==> src/rtl/avs_energy_window.sv <==
// Event-detector front end: squares each AVS sample and keeps short-window (energy)
// and long-window (TH) sums of squares, with a fill/run state tracking long-window fill.
module avs_energy_window #(
    parameter int SAMPLE_W   = 16,
    parameter int SHORT_SIZE = 15,
    parameter int LONG_SIZE  = 31
) (
    input  logic                       clock,
    input  logic                       reset,
    input  logic                       sampleValid,
    input  logic signed [SAMPLE_W-1:0] sample,
    input  logic                       freeze,
    output logic signed [63:0]         energy,
    output logic signed [63:0]         TH,
    output logic                       energyValid,
    output logic                       initDone
);

    localparam int SQ_W  = 2 * SAMPLE_W;
    localparam int SUM_W = SQ_W + $clog2(LONG_SIZE + 1);
    localparam int SP_W  = $clog2(SHORT_SIZE);
    localparam int LP_W  = $clog2(LONG_SIZE);
    localparam int FC_W  = $clog2(LONG_SIZE + 1);

    localparam logic [SP_W-1:0] SPTR_LAST = SP_W'(SHORT_SIZE - 1);
    localparam logic [LP_W-1:0] LPTR_LAST = LP_W'(LONG_SIZE - 1);
    localparam logic [FC_W-1:0] FC_FULL   = FC_W'(LONG_SIZE);

    typedef enum logic {
        FILL,
        RUN
    } state_t;

    state_t state_q, state_d;

    logic signed [SQ_W-1:0] prod;

    logic [SQ_W-1:0]  sq_q, sq_d;
    logic             vld1_q, vld1_d;
    logic [SQ_W-1:0]  sbuf_q [SHORT_SIZE];
    logic [SQ_W-1:0]  sbuf_d [SHORT_SIZE];
    logic [SQ_W-1:0]  lbuf_q [LONG_SIZE];
    logic [SQ_W-1:0]  lbuf_d [LONG_SIZE];
    logic [SP_W-1:0]  sptr_q, sptr_d;
    logic [LP_W-1:0]  lptr_q, lptr_d;
    logic [FC_W-1:0]  fill_cnt_q, fill_cnt_d;
    logic [SUM_W-1:0] short_sum_q, short_sum_d;
    logic [SUM_W-1:0] long_sum_q, long_sum_d;
    logic [SUM_W-1:0] energy_q, energy_d;
    logic [SUM_W-1:0] th_q, th_d;
    logic             energy_valid_q, energy_valid_d;

    // Signed square of a full-width sample always fits in SQ_W bits as an unsigned value.
    assign prod = sample * sample;

    always_comb begin
        sq_d           = sq_q;
        vld1_d         = sampleValid;
        sbuf_d         = sbuf_q;
        lbuf_d         = lbuf_q;
        sptr_d         = sptr_q;
        lptr_d         = lptr_q;
        fill_cnt_d     = fill_cnt_q;
        short_sum_d    = short_sum_q;
        long_sum_d     = long_sum_q;
        energy_d       = energy_q;
        th_d           = th_q;
        energy_valid_d = 1'b0;

        if (sampleValid) begin
            sq_d = unsigned'(prod);
        end

        if (vld1_q) begin
            short_sum_d    = short_sum_q + SUM_W'(sq_q) - SUM_W'(sbuf_q[sptr_q]);
            sbuf_d[sptr_q] = sq_q;
            sptr_d         = (sptr_q == SPTR_LAST) ? '0 : sptr_q + 1'b1;

            if (!freeze) begin
                long_sum_d     = long_sum_q + SUM_W'(sq_q) - SUM_W'(lbuf_q[lptr_q]);
                lbuf_d[lptr_q] = sq_q;
                lptr_d         = (lptr_q == LPTR_LAST) ? '0 : lptr_q + 1'b1;
                fill_cnt_d     = (fill_cnt_q == FC_FULL) ? fill_cnt_q : fill_cnt_q + 1'b1;
            end

            energy_d       = short_sum_d;
            th_d           = long_sum_d;
            energy_valid_d = 1'b1;
        end
    end

    always_comb begin
        state_d = state_q;
        case (state_q)
            FILL:    if (fill_cnt_d == FC_FULL) state_d = RUN;
            RUN:     state_d = RUN;
            default: state_d = FILL;
        endcase
    end

    always_ff @(posedge clock or negedge reset) begin
        if (!reset) begin
            state_q <= FILL;
        end else begin
            state_q <= state_d;
        end
    end

    always_ff @(posedge clock or negedge reset) begin
        if (!reset) begin
            sq_q           <= '0;
            vld1_q         <= 1'b0;
            sbuf_q         <= '{default: '0};
            lbuf_q         <= '{default: '0};
            sptr_q         <= '0;
            lptr_q         <= '0;
            fill_cnt_q     <= '0;
            short_sum_q    <= '0;
            long_sum_q     <= '0;
            energy_q       <= '0;
            th_q           <= '0;
            energy_valid_q <= 1'b0;
        end else begin
            sq_q           <= sq_d;
            vld1_q         <= vld1_d;
            sbuf_q         <= sbuf_d;
            lbuf_q         <= lbuf_d;
            sptr_q         <= sptr_d;
            lptr_q         <= lptr_d;
            fill_cnt_q     <= fill_cnt_d;
            short_sum_q    <= short_sum_d;
            long_sum_q     <= long_sum_d;
            energy_q       <= energy_d;
            th_q           <= th_d;
            energy_valid_q <= energy_valid_d;
        end
    end

    assign energy      = signed'({{(64 - SUM_W){1'b0}}, energy_q});
    assign TH          = signed'({{(64 - SUM_W){1'b0}}, th_q});
    assign energyValid = energy_valid_q;
    assign initDone    = (state_q == RUN);

endmodule
==> config.mk <==
export PLATFORM = sky130hd
export DESIGN_NAME = avs_energy_window
export DESIGN_NICKNAME = d
export VERILOG_FILES = /design/src/rtl/avs_energy_window.sv
export SDC_FILE = /design/constraint.sdc
export NUM_CORES = 2
export LEC_CHECK = 0
export ABC_CLOCK_PERIOD_IN_PS = 14850
export BUFFER_PORTS_ARGS = -buffer_cell sky130_fd_sc_hd__clkbuf_2
export CORE_ASPECT_RATIO = 1.25
export CORE_MARGIN = 2
export CORE_UTILIZATION = 55
export DETAILED_ROUTE_END_ITERATION = 16
export HOLD_SLACK_MARGIN = 0.08
export PLACE_DENSITY = 0.71
export SETUP_SLACK_MARGIN = 0.15
export SLEW_MARGIN = 20
export SYNTH_ARGS = -nofsm -noshare
export SYNTH_HDL_FRONTEND = slang
export SYNTH_SLANG_ARGS = --single-unit
export TNS_END_PERCENT = 10
==> constraint.sdc <==
create_clock -name clock -period 14.85 [get_ports clock]
set_input_delay 1.485 -clock clock [delete_from_list [all_inputs] [get_ports clock]]
set_output_delay 1.485 -clock clock [all_outputs]
set_load 0.02 [all_outputs]
==> impl_results.md <==
* Status: finished, final reports clean
* Post-synthesis compound-gate area fraction at 5.80%
* Tightest Hold Check Type: flip-flop to flip-flop
* Post-Route Setup TNS at 0 ns
* Post-synthesis mux area share at 27.1%
* Period minus WS final at 7.44 ns
* TritonCTS clock tree: yes
* Distinct cells, synth at 80
* Dominant cell type by area after synthesis: dfrtp_1
* Cell area after synthesis at 82,900 µm²
* Post-Synth Simple-Gate Area at 4.63%
* CP max stage cell: fa_1
* Total die area at 154,000 µm²
* HPWL after DPL at 142 mm
* Yosys reg bits at 1,548
* CP Launch Type: input port
* Antenna viol nets, final at 0
* Share of the synthesized area in the top cell type at 46.7%
* Vias in the first global route at 55,182
* Final Hold Violating Endpoints at 0
* Fmax at 0.134 GHz
* CP cell instances: clkbuf_2 -> inv_1 -> nor2_1 -> fa_1 -> fa_1 -> fa_1 -> fa_1 -> fa_1 -> fa_1 -> ha_1 -> a21oi_1 -> a21boi_0 -> o21ai_0 -> inv_1 -> o211ai_1 -> nand2_1 -> o211a_1 -> or4_1 -> nand3_1
* Clock Sinks at 1,548
* Vias at 51,974
* Area of the multi-input gates at 40,400 µm²
* I/O pins at 150
* # Max-Cap Violations at 0
* Final core utilization at 60.3%
* CTS Buf Count at 149
* Adder-cell share of the synthesized area at 9.67%
* Root Buffer: clkbuf_16
* Max clock buf depth at 3
* Register area share after synthesis at 46.7%
* DR DRC count at 0
* Ys async rst share at 100%
* Chip Width at 351 µm
* Total GRT Usage at 28.9%
* Cell Rows at 159
* Syn-to-layout area delta at 9.01%
* Routability congestion estimate from global placement at 0.884
* Most frequent cell after synthesis: dfrtp_1
* Required @ worst endpoint at 15.57 ns
* Die height at 438 µm
* Post-synth top cells: dfrtp_1, mux2_2, inv_1
* Register area at 38,800 µm²
* DP Area at 85,300 µm²
* Most frequent CP cell: fa_1
* Finished Cell Area at 90,400 µm²
* WS Path Type: input port to flip-flop
* Average wire per standard cell at 25.5 µm
* First drt pass iteration count at 8
* # setup viols final at 0
* Gr ovfl total at 0
* First-pass GRT wire length at 336 mm
* Main combinational cell family by area after synthesis: multiplexers
* Cell count after synthesis at 6,502
* Cts repair resizes at 0
* Arr. time, crit path at 8.16 ns
* Post-synthesis area per instance at 12.8 µm²
* WHS at 0.469 ns
* Top cells by area, synth: dfrtp_1, mux2_2, mux4_2
* Fillers at 11,692
* Initial Utilization at 55.3%
* Port bufs at 95
* Hold Buf Count CTS at 0
* DRT iter0 DRCs at 4,209
* Unrepaired setup endpoints after global routing: false
* Worst-path clk slew at 0.06 ns
* Slew at the pin closest to its max-slew limit at 1.10 ns
* Synth Warn # at 0
* Ys flop type: dfrtp_1
* Post-CTS Repair Setup Buffers at 0
* Tcrit/Tclk final at 50.1%
* Layout cell share with drive strength beyond 1 at 32.8%
* Fin nets at 6,877
* Core Area at 150,000 µm²
* Crit Path Max Fanout at 17
* Worst setup EP type: flip-flop
* Initial antenna violation count at 5
* Wirelength, routed at 217 mm
* Slew Viols, Final at 0
* Skew-Pair Late Insertion Delay at 0.80 ns
* Clock Skews at 0.0309 ns
* XOR/XNOR share of the synthesized area at 0.803%
* Number of synthesized flops with an enable pin at 0
* Largest net degree at the start of global routing at 194
* H-Tree Depth at 4
* Vias per cell at 6.10
* Slew HR at 26.9%
* Worst path max stage delay at 0.89 ns
## sequential cells by signal (all words and copies together), names as in the netlist
name and cells:
sbuf_q 465, vld1_q 1, fill_cnt_q 5, initDone 1, lbuf_q 961, sq_q 31, sptr_q 4, energy_q 37
th_q 37, lptr_q 5, energyValid 1
## cell families after synthesis
group / Yosys count
other: 1
and+or+nand+nor: 859
DFF: 1548
AOI/OAI and AO/OA: 785
adders and majority gates: 464
buffers and inverters: 1102
xor gates and xnor gates: 76
muxes: 1667
## layout make-up
| class | count | area share (%) |
|---|---|---|
| multi-input combinational | 3905 | 44.7 |
| sequential | 1548 | 42.9 |
| clock buffer | 226 | 4.93 |
| tap | 2012 | 2.78 |
| inverter | 574 | 2.38 |
| timing repair buffer | 215 | 1.67 |
| clock inverter | 44 | 0.646 |
| antenna | 1 | 0.00277 |
## final timing paths
kind	startpoint	to	slack (ns)	depth (start not counted)
max	sample[15]	sq_q[31]	7.41	19
min	energy_q[36]	energy_q[36]	0.47	1
max reg2reg	lptr_q[0]	th_q[34]	7.93	15
min reg2reg	energy_q[36]	energy_q[36]	0.47	1
max in group asynchronous	reset	sq_q[24]	10.89	4
min in group asynchronous	reset	sbuf_q[224]	0.76	1
## per-stage QoR
step | instances | worst slack (ns)
floorplan | 6555 | 7.54
finish | 8525 | 7.41
CTS | 8523 | 7.48
global placement | 8251 | 6.87
detailed placement | 8253 | 6.65
global route | 8525 | 6.99
## critical path, delay by kind of cell
kind            cells  cell delay (ns)
compound gates      5             1.02
fa+ha+maj           7             3.87
buf+inv             3             0.74
simple gates        4             1.00
## per-layer routing
layer  track usage [%]  routed length [µm]  vias to the layer above
li1                  -                   -                    22278
met1              37.4               87300                    27587
met2              48.2              108000                     1608
met3              5.52               13400                      495
met4              11.3                8940                        6
met5                 0                  42                        -
## cell usage in the layout (no fill, tap or decap), types with 44 or more instances in the layout
| master | count |
|---|---|
| a21o_1 | 44 |
| mux2i_1 | 76 |
| xnor2_1 | 48 |
| nand2_1 | 422 |
| conb_1 | 54 |
| mux2_2 | 1250 |
| a22oi_1 | 96 |
| ha_1 | 169 |
| dfrtp_1 | 1535 |
| clkbuf_16 | 154 |
| o21ai_0 | 316 |
| nor2_1 | 152 |
| clkbuf_2 | 94 |
| fa_1 | 295 |
| a21oi_1 | 150 |
| inv_1 | 574 |
| mux4_2 | 341 |
| buf_4 | 110 |
Power is not shown: default switching activity piles up to over one toggle a cycle in this logic, so the estimate is an artifact.
